==> src/rtl/onehot_encoder8_3_pipe.sv <==
// Registered 8-to-3 one-hot encoder with valid/ready handshakes, a single
// output register with backpressure, and running beat/error counters.
module onehot_encoder8_3_pipe #(
    parameter int CNT_W         = 8,
    parameter bit PRIORITY_HIGH = 1'b1
) (
    input  logic             clk,
    input  logic             reset,
    input  logic             in_valid,
    output logic             in_ready,
    input  logic [7:0]       in_y,
    output logic             out_valid,
    input  logic             out_ready,
    output logic [2:0]       out_a,
    output logic             out_err,
    output logic             out_zero,
    input  logic             err_clr,
    output logic [CNT_W-1:0] err_count,
    output logic [CNT_W-1:0] beat_count
);

    logic [3:0] ones;
    logic [2:0] hi_idx;
    logic [2:0] lo_idx;
    logic [2:0] enc_a;
    logic       enc_err;
    logic       enc_zero;
    logic       accept;

    // Highest set bit wins in the ascending scan, lowest in the descending one.
    always_comb begin
        ones   = '0;
        hi_idx = '0;
        lo_idx = '0;
        for (int i = 0; i < 8; i++) begin
            ones = ones + {3'b000, in_y[i]};
            if (in_y[i]) hi_idx = 3'(i);
        end
        for (int i = 7; i >= 0; i--) begin
            if (in_y[i]) lo_idx = 3'(i);
        end
        enc_zero = (in_y == 8'h00);
        enc_err  = (ones != 4'd1);
        enc_a    = PRIORITY_HIGH ? hi_idx : lo_idx;
    end

    assign in_ready = !out_valid || out_ready;
    assign accept   = in_valid && in_ready;

    // in_y only reaches state through an accept, so X on an idle bus is harmless.
    always_ff @(posedge clk) begin
        if (reset) begin
            out_valid <= 1'b0;
            out_a     <= '0;
            out_err   <= 1'b0;
            out_zero  <= 1'b0;
        end else if (accept) begin
            out_valid <= 1'b1;
            out_a     <= enc_a;
            out_err   <= enc_err;
            out_zero  <= enc_zero;
        end else if (out_ready) begin
            out_valid <= 1'b0;
        end
    end

    // Clear beats a same-cycle increment; the error count sticks at all-ones.
    always_ff @(posedge clk) begin
        if (reset) begin
            err_count  <= '0;
            beat_count <= '0;
        end else begin
            if (accept) beat_count <= beat_count + CNT_W'(1);
            if (err_clr) begin
                err_count <= '0;
            end else if (accept && enc_err && (err_count != {CNT_W{1'b1}})) begin
                err_count <= err_count + CNT_W'(1);
            end
        end
    end

endmodule

==> config.mk <==
export PLATFORM = sky130hd
export DESIGN_NAME = onehot_encoder8_3_pipe
export DESIGN_NICKNAME = d
export VERILOG_FILES = /design/src/rtl/onehot_encoder8_3_pipe.sv
export SDC_FILE = /design/constraint.sdc
export NUM_CORES = 1
export LEC_CHECK = 0
export CAP_MARGIN = 20
export CORE_MARGIN = 10
export CORE_UTILIZATION = 45
export DETAILED_ROUTE_END_ITERATION = 7
export HOLD_SLACK_MARGIN = 0.02
export PLACE_DENSITY = 0.77
export REMOVE_ABC_BUFFERS = 1
export SETUP_SLACK_MARGIN = 0.3
export SYNTH_ARGS = -nofsm -noshare
export SYNTH_HDL_FRONTEND = slang
export SYNTH_SLANG_ARGS = --single-unit
==> constraint.sdc <==
create_clock -name clk -period 5.6 [get_ports clk]
set_input_delay 1.12 -clock clk [delete_from_list [all_inputs] [get_ports clk]]
set_output_delay 1.12 -clock clk [all_outputs]
set_load 0.01 [all_outputs]
==> impl_metrics.tcl <==
set metrics [dict create \
    die_h_um 72.1 \
    io_buffer_count 35 \
    start_util 0.484 \
    yosysSeqAreaShare 0.361 \
    hp-class "register to register" \
    synth.most_common_cell "dfxtp_1" \
    post-route-min-period_ns 4.56 \
    ys_warn_count 0 \
    clock_latency_ns 0.30 \
    clk_pin_slew_ns 0.11 \
    finClkSkew_ns 0.00828 \
    worst_pin_slew_ns 0.551 \
    rsz0062_at_grt "no" \
    min_period_over_period 0.814 \
    grt_pass1_vias 1020 \
    setup_viol 0 \
    relSlewSlack 0.632 \
    syn_to_final_growth_pct 32.6 \
    synth_cell_types 35 \
    synthCells 138 \
    synth_common_cells "22 x dfxtp_1, 16 x inv_1, 15 x nor2_1" \
    fillerInstances 234 \
    rows 18 \
    synth_edf_count 0 \
    cp_data_arrival_time_ns 4.80 \
    status "completed" \
    die_w_um 72.1 \
    core-area_sq_mm 0.00252 \
    post_cts_resized 0 \
    wirelength_mm 2.82 \
    p_leak_uw 0.000649 \
    wl_per_cell_um 13.9 \
    clockRootBuffer "clkbuf_4" \
    antenna_found_initial 0 \
    peakVddDrop_uv 184 \
    drtIter0Drc 26 \
    dieArea_sq_mm 0.00520 \
    start_kind "primary input" \
    synth_ff_type "dfxtp_1" \
    finalMaxSlewViolations 0 \
    ys_ff_latch 22 \
    clk_path_buf_depth 2 \
    ant_nets 0 \
    htree_levels 1 \
    critPathCaptureType "register" \
    worst-setup-path-type "primary input to register" \
    dpl.hpwl_mm 2.29 \
    num_io_pins 36 \
    cts_tree "done" \
    vias 1073 \
    synth_area_sq_mm 0.00122 \
    grt_pass1_wl_mm 4.63 \
    num_antenna_cells 0 \
    cp.required_ns 5.84 \
    synth_top_area_frac 0.361 \
    fin_tns_setup_ns 0 \
    hold_viol_final 0 \
    grt_overflow 0 \
    grt_busiest_layer "met2" \
    fmax_mhz 219 \
    drc 0 \
    place_congestion 0.845 \
    path_max_fanout 9 \
    grtUsageTotal 0.107 \
    cts.sinks 22 \
    synth_top_area_cell "dfxtp_1" \
    ctsHoldBuffers 0 \
    post_cts_buffers 0 \
    dr.pass1.iters 5 \
    avgSynthCellArea_sq_um 8.85 \
    final_util 0.642 \
    cts_made_buffers 3 \
    use_met1 0.113 \
    nets 198 \
    drv_cap 0 \
    avgViaCountPerCell 5.29 \
    met3_usage 0.0599 \
    grt_max_degree 17 \
    drive_gt1_frac 0.0751 \
    ys_top_cells_by_area "dfxtp_1 36%, fa_1 6.6%, ha_1 6.1%, a21oi_1 4.9%, inv_1 4.9%" \
    async_reset_ff_frac 0 \
    power_density_mw_per_mm2 203 \
    grtUsageMet2 0.179 \
]
==> report_power, final <==
group          switching (uW)  internal [uW]  total, uW  leakage (uW)
logic                    45.8           47.1       93.0      0.000456
registers                5.37            162        168      0.000179
clock network            43.4           25.1       68.5     0.0000138
==> cells by family after synthesis <==
logic type	after synthesis	share of synthesized area
buf+inv	19	0.0594
fa+ha+maj	10	0.127
xor+xnor	8	0.0574
simple gates	57	0.283
flops	22	0.361
compound gates	22	0.113
==> critical path, cell delays in order <==
cell and delay (ns):
clkdlybuf4s50_1 0.45, inv_1 0.07, fa_1 0.56, fa_1 0.42, fa_1 0.49, inv_1 0.04
ha_1 0.19, inv_1 0.07, fa_1 0.40, nand2_1 0.12, nand4bb_2 0.22, nand3_4 0.13
or3_1 0.36, a21oi_1 0.15
==> final cells by class <==
class / count / area (sq um) / area share
sequential: 22 / 440 / 0.272
multi-input combinational: 97 / 708 / 0.437
timing repair buffer: 35 / 350 / 0.216
tap: 30 / 37.5 / 0.0232
inverter: 16 / 60.1 / 0.0371
clock buffer: 3 / 22.5 / 0.0139
==> routing by layer <==
layer / share of wire / up-vias / routed length, um
met3: 0.11 / 2 / 322
met5: 0 / - / 0
met2: 0.46 / 35 / 1290
met4: 0.0082 / 0 / 23
met1: 0.42 / 491 / 1180
li1: - / 545 / -
==> final timing paths <==
path | startpoint | end | slack (ns) | depth (start not counted)
worst max-delay path | in_y[0] | err_count[3] | 1.04 | 14
worst min-delay path | out_zero | out_zero | 0.47 | 2
worst max register to register | err_count[0] | err_count[3] | 4.09 | 5
worst min register to register | out_zero | out_zero | 0.47 | 2
==> stage by stage <==
stage	hold slack (ns)	total power, uW	instances	worst slack [ns]	cell area, sq um
2_1_floorplan	0.470	229	135	1.40	1210
3_3_place_gp	0.445	262	200	0.827	1600
3_5_place_dp	0.462	264	200	0.747	1600
4_1_cts	0.477	334	203	1.05	1620
5_1_grt	0.493	352	203	0.889	1620
6_report	0.471	329	203	1.04	1620
==> registers in the layout, summed over array words and instances (netlist names) <==
name	flops
out_valid	1
beat_count	8
out_a	3
out_err	1
out_zero	1
err_count	8
==> cell usage in the layout, fill, tap and decap left out, types with 2 or more instances in the layout <==
cell type and n:
nand2_1 11, or3_1 4, clkdlybuf4s50_1 35, inv_1 16, nand4_1 6, fa_1 4, a21oi_1 12, clkbuf_4 3
nor4_1 2, nor2_1 15, nor3_1 4, xor2_1 5, nand3_1 2, xnor2_1 3, dfxtp_1 22, o21ai_0 5
ha_1 6
Note: power is estimated with default switching activity, not from simulation.
